[src/rtl/ctr_table_pkg.sv]
// Shared types, constants and counter arithmetic for the two-bit-counter table updater.
package ctr_table_pkg;

  localparam int IDX_W   = 9;
  localparam int LANES   = 8;
  localparam int CTR_W   = 2;
  localparam int LANE_W  = 3;
  localparam int ENTRIES = 512;
  localparam logic [CTR_W-1:0] INIT_CTR = 2'b10;

  typedef logic [CTR_W-1:0]       ctr_t;
  typedef logic [LANES*CTR_W-1:0] entry_t;
  typedef logic [IDX_W-1:0]       idx_t;
  typedef logic [LANE_W-1:0]      lane_t;

  typedef struct packed {
    idx_t  idx;
    lane_t lane;
    logic  taken;
  } upd_req_t;

  typedef enum logic {
    ST_INIT = 1'b0,
    ST_RUN  = 1'b1
  } state_e;

  // Saturating 2-bit step: taken counts up to 3, not-taken counts down to 0.
  function automatic ctr_t sat_update(ctr_t old, logic taken);
    if (taken) return (old == 2'b11) ? old : old + 2'd1;
    else       return (old == 2'b00) ? old : old - 2'd1;
  endfunction

  function automatic logic [LANES-1:0] lane_onehot(lane_t lane);
    lane_onehot       = '0;
    lane_onehot[lane] = 1'b1;
  endfunction

endpackage

[src/rtl/ctr_table_updater_bypass.sv]
// Field merge: patches one lane of a raw macro word with the write issued in the same cycle as the read.
module ctr_lane_bypass
  import ctr_table_pkg::*;
(
  input  entry_t raw_i,
  input  idx_t   rd_idx_i,
  input  logic   lw_valid_i,
  input  idx_t   lw_idx_i,
  input  lane_t  lw_lane_i,
  input  ctr_t   lw_val_i,
  output entry_t word_o
);

  always_comb begin
    word_o = raw_i;
    if (lw_valid_i && (lw_idx_i == rd_idx_i)) begin
      word_o[int'(lw_lane_i)*CTR_W +: CTR_W] = lw_val_i;
    end
  end

endmodule

[src/rtl/ctr_table_updater.sv]
// Control stage for the 512x16 counter macro: init sweep, lookup/RMW arbitration, write bypass.
// Optional perf counters are built when CTR_TABLE_UPD_PERF_EN is defined.
module ctr_table_updater
  import ctr_table_pkg::*;
(
  input  logic                   clock,
  input  logic                   reset_n,
  input  logic                   pred_valid,
  input  logic [IDX_W-1:0]       pred_idx,
  output logic                   pred_resp_valid,
  output logic [LANES*CTR_W-1:0] pred_data,
  input  logic                   upd_valid,
  output logic                   upd_ready,
  input  logic [IDX_W-1:0]       upd_idx,
  input  logic [LANE_W-1:0]      upd_lane,
  input  logic                   upd_taken,
  output logic                   init_done,
  output logic                   R0_en,
  output logic [IDX_W-1:0]       R0_addr,
  input  logic [LANES*CTR_W-1:0] R0_data,
  output logic                   W0_en,
  output logic [IDX_W-1:0]       W0_addr,
  output logic [LANES*CTR_W-1:0] W0_data,
  output logic [LANES-1:0]       W0_mask
`ifdef CTR_TABLE_UPD_PERF_EN
  ,
  output logic [31:0]            perf_upd_cnt,
  output logic [31:0]            perf_sat_cnt
`endif
);

  // Handshake: an update transfers in any cycle where upd_valid && upd_ready;
  // upd_ready is low in INIT and whenever a lookup claims the read port.

  state_e   state_q, state_d;
  logic     sweep_en_q;
  idx_t     cnt_q, cnt_d;
  logic     pred_v_q;
  idx_t     pred_idx_q;
  logic     s1_v_q;
  upd_req_t s1_q;
  logic     lw_v_q;
  idx_t     lw_idx_q;
  lane_t    lw_lane_q;
  ctr_t     lw_val_q;

  logic     pred_acc, upd_acc;
  entry_t   pred_word, s1_word;
  ctr_t     s1_old, s1_new;

  // init_done is the FSM state seen from outside.
  assign init_done = (state_q == ST_RUN);

  ctr_lane_bypass u_pred_byp (
    .raw_i      (R0_data),
    .rd_idx_i   (pred_idx_q),
    .lw_valid_i (lw_v_q),
    .lw_idx_i   (lw_idx_q),
    .lw_lane_i  (lw_lane_q),
    .lw_val_i   (lw_val_q),
    .word_o     (pred_word)
  );

  ctr_lane_bypass u_upd_byp (
    .raw_i      (R0_data),
    .rd_idx_i   (s1_q.idx),
    .lw_valid_i (lw_v_q),
    .lw_idx_i   (lw_idx_q),
    .lw_lane_i  (lw_lane_q),
    .lw_val_i   (lw_val_q),
    .word_o     (s1_word)
  );

  assign s1_old          = s1_word[int'(s1_q.lane)*CTR_W +: CTR_W];
  assign s1_new          = sat_update(s1_old, s1_q.taken);
  assign pred_resp_valid = pred_v_q;
  assign pred_data       = pred_v_q ? pred_word : '0;

  always_comb begin
    state_d   = state_q;
    cnt_d     = cnt_q;
    pred_acc  = 1'b0;
    upd_acc   = 1'b0;
    upd_ready = 1'b0;
    R0_en     = 1'b0;
    R0_addr   = '0;
    W0_en     = 1'b0;
    W0_addr   = '0;
    W0_data   = '0;
    W0_mask   = '0;
    case (state_q)
      ST_INIT: begin
        // sweep_en_q holds the sweep off until the first edge after reset release.
        if (sweep_en_q) begin
          W0_en   = 1'b1;
          W0_addr = cnt_q;
          W0_mask = '1;
          W0_data = {LANES{INIT_CTR}};
          cnt_d   = cnt_q + 1'b1;
          if (cnt_q == idx_t'(ENTRIES - 1)) state_d = ST_RUN;
        end
      end
      ST_RUN: begin
        if (pred_valid) begin
          pred_acc = 1'b1;
          R0_en    = 1'b1;
          R0_addr  = pred_idx;
        end else begin
          upd_ready = 1'b1;
          if (upd_valid) begin
            upd_acc = 1'b1;
            R0_en   = 1'b1;
            R0_addr = upd_idx;
          end
        end
        if (s1_v_q) begin
          W0_en   = 1'b1;
          W0_addr = s1_q.idx;
          W0_mask = lane_onehot(s1_q.lane);
          W0_data = entry_t'(s1_new) << (int'(s1_q.lane) * CTR_W);
        end
      end
      default: state_d = ST_INIT;
    endcase
  end

  always_ff @(posedge clock or negedge reset_n) begin
    if (!reset_n) begin
      state_q    <= ST_INIT;
      sweep_en_q <= 1'b0;
      cnt_q      <= '0;
      pred_v_q   <= 1'b0;
      pred_idx_q <= '0;
      s1_v_q     <= 1'b0;
      s1_q       <= '0;
      lw_v_q     <= 1'b0;
      lw_idx_q   <= '0;
      lw_lane_q  <= '0;
      lw_val_q   <= '0;
    end else begin
      state_q    <= state_d;
      sweep_en_q <= 1'b1;
      cnt_q      <= cnt_d;
      pred_v_q   <= pred_acc;
      if (pred_acc) pred_idx_q <= pred_idx;
      s1_v_q     <= upd_acc;
      if (upd_acc) s1_q <= '{idx: upd_idx, lane: upd_lane, taken: upd_taken};
      // Record of this cycle's update write, consumed by next cycle's returning read.
      lw_v_q     <= s1_v_q;
      lw_idx_q   <= s1_q.idx;
      lw_lane_q  <= s1_q.lane;
      lw_val_q   <= s1_new;
    end
  end

`ifdef CTR_TABLE_UPD_PERF_EN
  logic [31:0] upd_cnt_q, sat_cnt_q;

  always_ff @(posedge clock or negedge reset_n) begin
    if (!reset_n) begin
      upd_cnt_q <= '0;
      sat_cnt_q <= '0;
    end else begin
      if (upd_acc) upd_cnt_q <= upd_cnt_q + 32'd1;
      if (s1_v_q && (s1_new == s1_old)) sat_cnt_q <= sat_cnt_q + 32'd1;
    end
  end

  assign perf_upd_cnt = upd_cnt_q;
  assign perf_sat_cnt = sat_cnt_q;
`endif

endmodule

[config.mk]
export PLATFORM = sky130hd
export DESIGN_NAME = ctr_table_updater
export DESIGN_NICKNAME = d
export VERILOG_FILES = /design/src/rtl/ctr_table_pkg.sv /design/src/rtl/ctr_table_updater_bypass.sv /design/src/rtl/ctr_table_updater.sv
export SDC_FILE = /design/constraint.sdc
export NUM_CORES = 1
export LEC_CHECK = 0
export ABC_AREA = 1
export CAP_MARGIN = 20
export CORE_MARGIN = 10
export CORE_UTILIZATION = 48
export CTS_BUF_LIST = sky130_fd_sc_hd__clkbuf_2
export DETAILED_ROUTE_END_ITERATION = 16
export PLACE_DENSITY = 0.82
export SYNTH_ARGS = -nofsm -noshare
export SYNTH_HDL_FRONTEND = slang
export SYNTH_SLANG_ARGS = --single-unit
[constraint.sdc]
create_clock -name clock -period 3.57 [get_ports clock]
set_clock_uncertainty 0.05 [all_clocks]
set_input_delay 0.8925 -clock clock [delete_from_list [all_inputs] [get_ports clock]]
set_output_delay 0.8925 -clock clock [all_outputs]
set_load 0.03 [all_outputs]
==> impl_results.md <==
- Status: finished with violations
- Violated checks: setup timing
- Worst Setup End Kind: output port
- WS Path Type: reg -> out
- Post-synth top flop: dfrtp_1
- Area Growth Syn to Fin: 51.76%
- Worst R2R Start: lw_lane_q[0]
- Avg Cell Area, Syn: 6.755 µm²
- Routed Antenna Nets: 0
- Die area: 0.01072 mm²
- Setup TNS: -5922 ps
- Routability cong.: 0.9212
- Total Routing Usage GR: 20.45%
- CP arrival: 3030 ps
- First-pass GRT wire length: 18690 µm
- Maximum clock path buffer count: 2
- Hold WC Path Type: reg -> reg
- DR pass1 iterations: 5
- Setup WS post-layout: -397.7 ps
- DRC Markers: 0
- Tot Pwr: 0.001432 W
- Max frequency: 0.2520 GHz
- I/O pin count: 105
- Net Count, Synth: 543
- RSZ-0062 raised after global routing: true
- Die width: 103.6 µm
- Vias in the first global route: 3774
- CTS tree: built
- Row count: 30
- CP required: 2630 ps
- Setup violators final: 16
- #FFs+latches synth: 50
- Pwr Density: 281.6 mW/mm²
- Max Slew Vio Count: 0
- Synth area leader: dfrtp_1
- CTS Sinks: 50
- Post-synth top cells: nand2_1, inv_1, o21ai_0
- Fin. Hold Viols: 0
- Worst slack, placed: -23.51 ps
- Worst-skew pair later-pin latency: 450 ps
- CTS clock-pin slew for the worst setup and hold paths: 300 ps
- Synth area leaders: dfrtp_1, nand2_1, o21ai_0
- DR WL/cell: 16.00 µm
- Total grt overflow: 0
- Core Region: 0.006794 mm²
- Final wirelength: 11790 µm
- Max-slew headroom: 51.62%
- Max Cap Viol: 0
- HPWL after DPL: 8924 µm
- Via-per-instance ratio: 5.266
- Die Ht: 103.6 µm
- Register area share after synthesis: 37.34%
- Minimum clock period: 3968 ps
- Leak: 2.612 nW
- Starting Density: 49.32%
- Most common cell in the synthesized netlist: nand2_1
- Share of the synthesized area in the top cell type: 37.34%
- Post-synth ARST share: 100.0%
- Ys Warns: 0
- N_diodes: 0
- Max IR drop VDD: 350.9 µV
- Final #Nets: 687
- Crit-path max FO: 5
- CTS HTree Levels: 2
- Cells after Synth: 496
- Share of layout cells above drive strength 1: 23.40%
- Largest net degree at the start of global routing: 34
- Vias: 3881
- EDFF count, synth: 0
- Clock Tree Root: clkbuf_2
- Buffers on Ports: 104
- Netlist Area Pre-Place: 0.003351 mm²
- Initial drt markers: 316
- Worst Setup SP: lw_lane_q[0]
- Slew @ Worst Pin: 725.7 ps
- Tcrit/Tclk final: 111.1%
- Initial antenna violation count: 0
- Hold path startpoint: s1_q[6]
- Startpoint Class: register
- Num CTS Buffers: 5
- Distinct cells, synth: 32
-- layout make-up --
class	count	area, µm²
multi-input cells	362	1983
well taps	96	120.1
flip-flops and latches	50	1251
clock inverters	3	28.78
clock buffers	5	25.02
fillers	538	1709
repair buffers	150	1405
inverters	71	271.5
-- cells in the final DEF (no fill, tap or decap), types with 3 or more instances in the layout --
| master | n |
|---|---|
| a211oi_1 | 5 |
| nand3_1 | 16 |
| nand3_2 | 4 |
| o21ai_0 | 40 |
| nor2_4 | 6 |
| o22ai_1 | 10 |
| nand4_1 | 18 |
| inv_1 | 59 |
| ha_4 | 3 |
| a211oi_2 | 4 |
| a21oi_1 | 7 |
| nand2_1 | 147 |
| o21ai_2 | 3 |
| buf_12 | 3 |
| nor2_2 | 9 |
| dlymetal6s2s_1 | 6 |
| buf_4 | 56 |
| clkdlybuf4s50_1 | 63 |
| nor2_1 | 36 |
| xor2_1 | 9 |
| nand2_2 | 11 |
| dfrtp_1 | 50 |
| nand2_4 | 4 |
| buf_6 | 12 |
| o21ai_1 | 12 |
| inv_2 | 8 |
| clkbuf_2 | 8 |
| buf_2 | 4 |
-- final timing paths --
kind	cells after the start	slack [ps]	endpoint
worst max-delay path	15	-400	W0_data[3]
max in group asynchronous	2	2360	cnt_q[0]
worst max register to register	17	990	lw_val_q[1]
worst min register to register	0	360	lw_idx_q[2]
worst min-delay path	0	360	lw_idx_q[2]
min in group asynchronous	1	390	s1_q[9]
-- sequential cells by signal, summed over array words and instances, names as in the netlist --
name / cells
pred_resp_valid: 1
lw_val_q: 2
lw_lane_q: 3
s1_q: 13
cnt_q: 9
init_done: 1
lw_idx_q: 9
pred_idx_q: 9
s1_v_q: 1
sweep_en_q: 1
lw_v_q: 1
-- cells by family after synthesis --
family          synth area share, %
simple gates                  33.31
flops                         37.34
xor+xnor                      2.876
fa+ha+maj                     1.867
other cells                  0.1119
buf+inv                       9.895
compound gates                14.60
-- through the flow --
step           util (%)  hold slack [ps]  instances  cell area [µm²]
2_1_floorplan         -            298.7        496             3351
3_3_place_gp      67.73            307.2        709             4602
3_5_place_dp      67.73            315.1        709             4602
4_1_cts           70.87            366.2        726             4815
5_1_grt           74.84            394.8        737             5085
6_report          74.84            362.6        737             5085
-- worst max-delay path, stage by stage (launching register included) --
cell and delay, ps:
dfrtp_1 440, inv_2 60, ha_4 170, ha_4 320
buf_6 120, nand4_1 190, o21ai_1 180, inv_1 70
o21ai_1 130, nand4_1 190, nand2_2 200, nand2_4 80
nand2_4 80, nand4_1 90, nand2_1 110, buf_6 150
-- layer usage --
metal	global-route usage (%)	vias to the layer above	part of all wire [%]
li1	-	1894	-
met5	0	-	0
met2	34.91	169	50
met1	26.28	1801	42
met3	4.089	17	7.6
met4	3.327	0	0.91
-- power breakdown --
| group | leakage [nW] | internal [W] | switching (W) |
|---|---|---|---|
| logic | 2.01 | 0.000204 | 0.000292 |
| clock network | 0.0355 | 0.0000584 | 0.000206 |
| registers | 0.562 | 0.000622 | 0.0000503 |
| total | 2.61 | 0.000884 | 0.000548 |
-- repair_timing --
action,4_1_cts,5_1_grt
setup buffers,8,10
pin swaps,9,4
endpoints found under the setup margin,37,41
cloned,1,1
hold endpoints to repair,0,0
hold buffers,0,0
resized for setup,37,68
No activity file was read; power rests on OpenSTA's default activity.
==> edit: new RTL, same settings <==
The package constant `CTR_W` goes from 2 to 3.
--- a/src/rtl/ctr_table_pkg.sv
+++ b/src/rtl/ctr_table_pkg.sv
@@ -3,7 +3,7 @@
 
   localparam int IDX_W   = 9;
   localparam int LANES   = 8;
-  localparam int CTR_W   = 2;
+  localparam int CTR_W   = 3;
   localparam int LANE_W  = 3;
   localparam int ENTRIES = 512;
   localparam logic [CTR_W-1:0] INIT_CTR = 2'b10;
Ports: changed (resized R0_data, W0_data and pred_data); port bits go from 105 to 129. The function was not compared with the original's and may differ.
==> edit against the unedited design <==
The run still ends with setup timing left; area after synthesis grew 23%; final area is 47% higher; via count grew 54%; first-iteration DRC count increased by 88%; sequential cell count up 1; wire length up 81%; setup slack got worse by 0.63 ns; total power rose by 33%; critical path depth rose by 6; register-to-register slack got worse by 0.57 ns; critical path type unchanged.
==> edit: results (changes against the unedited design) <==
INFO  outcome        status=finished, violations left
INFO  outcome        violations=setup timing
INFO  cells_and_area num-nonclk-buffers=255 [+70%]
INFO  cells_and_area multi_input_area_share=0.4327 [+0.04267]
INFO  yosys          synth_top_cells_by_area=sky130_fd_sc_hd__dfrtp_1 (31%), sky130_fd_sc_hd__nand2_1 (19%), sky130_fd_sc_hd__inv_1 (7.6%), sky130_fd_sc_hd__o21ai_0 (6.4%), sky130_fd_sc_hd__nor2_1 (4.8%)
INFO  setup_path     path_max_fanout=8 [+3]
INFO  place          detailed_placement_hpwl=11.90mm [+33%]
INFO  sta            fin_tns_setup=-25.78ns [-19.86 ns]
INFO  sta            worst-slew-pin-transition=1.061ns [+0.3356 ns]
INFO  sta            setup_viol_count_final=54 [+38]
INFO  sta            worst_slack=-1.025ns [-0.6278 ns]
INFO  place          dpl_worst_slack=-0.7282ns [-0.7047 ns]
INFO  place          buffer_ports.inserted=128 [+23%]
INFO  clocking       insertion_delay=0.48ns [+0.03 ns]
INFO  cells_and_area num_antenna_cells=1 [+1]
INFO  place          place.detailed.instances=943 [+33%]
INFO  detailed_routing finalWirelength=21.32mm [+81%]
INFO  setup_path     setup_slack_reg_to_reg=0.42ns [-0.57 ns]
INFO  cells_and_area buf_share=0.3194 [+0.04308]
INFO  cells_and_area multiInputGateArea=0.003241mm2 [+63%]
INFO  sta            hold_slack=0.3104ns [-0.05227 ns]
INFO  setup_path     cp_slowest_cell=sky130_fd_sc_hd__dfrtp_2
INFO  cells_and_area layout.comb_gates.multi_input=475 [+31%]
INFO  global_route   grt_first_pass_wirelength=26.33mm [+41%]
INFO  setup_path     setup.worst_path.end=W0_data[19]
[edit: power breakdown]
part           leakage, nW  internal (W)  switching, W
sequential           0.583      0.000636     0.0000593
clock               0.0436      0.000124      0.000197
combinational         3.04      0.000372      0.000513
total                 3.67       0.00113      0.000770
[edit: repair_timing]
action / in CTS / in global routing
pin swaps: 32 / 51
resized for setup: 79 / 127
setup endpoints to repair: 38 / 60
setup buffers: 21 / 17
cloned: 2 / 7
hold buffers: 0 / 0
[edit: logic make-up after synthesis]
family | count (synthesis) | share of synthesized area
buf+inv | 116 | 0.1140
mux | 1 | 0.002730
flops | 51 | 0.3094
fa+ha+maj | 10 | 0.03033
simple gates | 340 | 0.3631
xor+xnor | 10 | 0.02123
other cells | 1 | 0.0009090
compound gates | 111 | 0.1583
[edit: critical path, delay by kind of cell (launching register included)]
family / cells / cell delay (ns)
simple gates: 13 / 1.41
fa+ha+maj: 3 / 0.72
flops: 1 / 0.45
buf+inv: 3 / 0.29
compound gates: 2 / 0.29
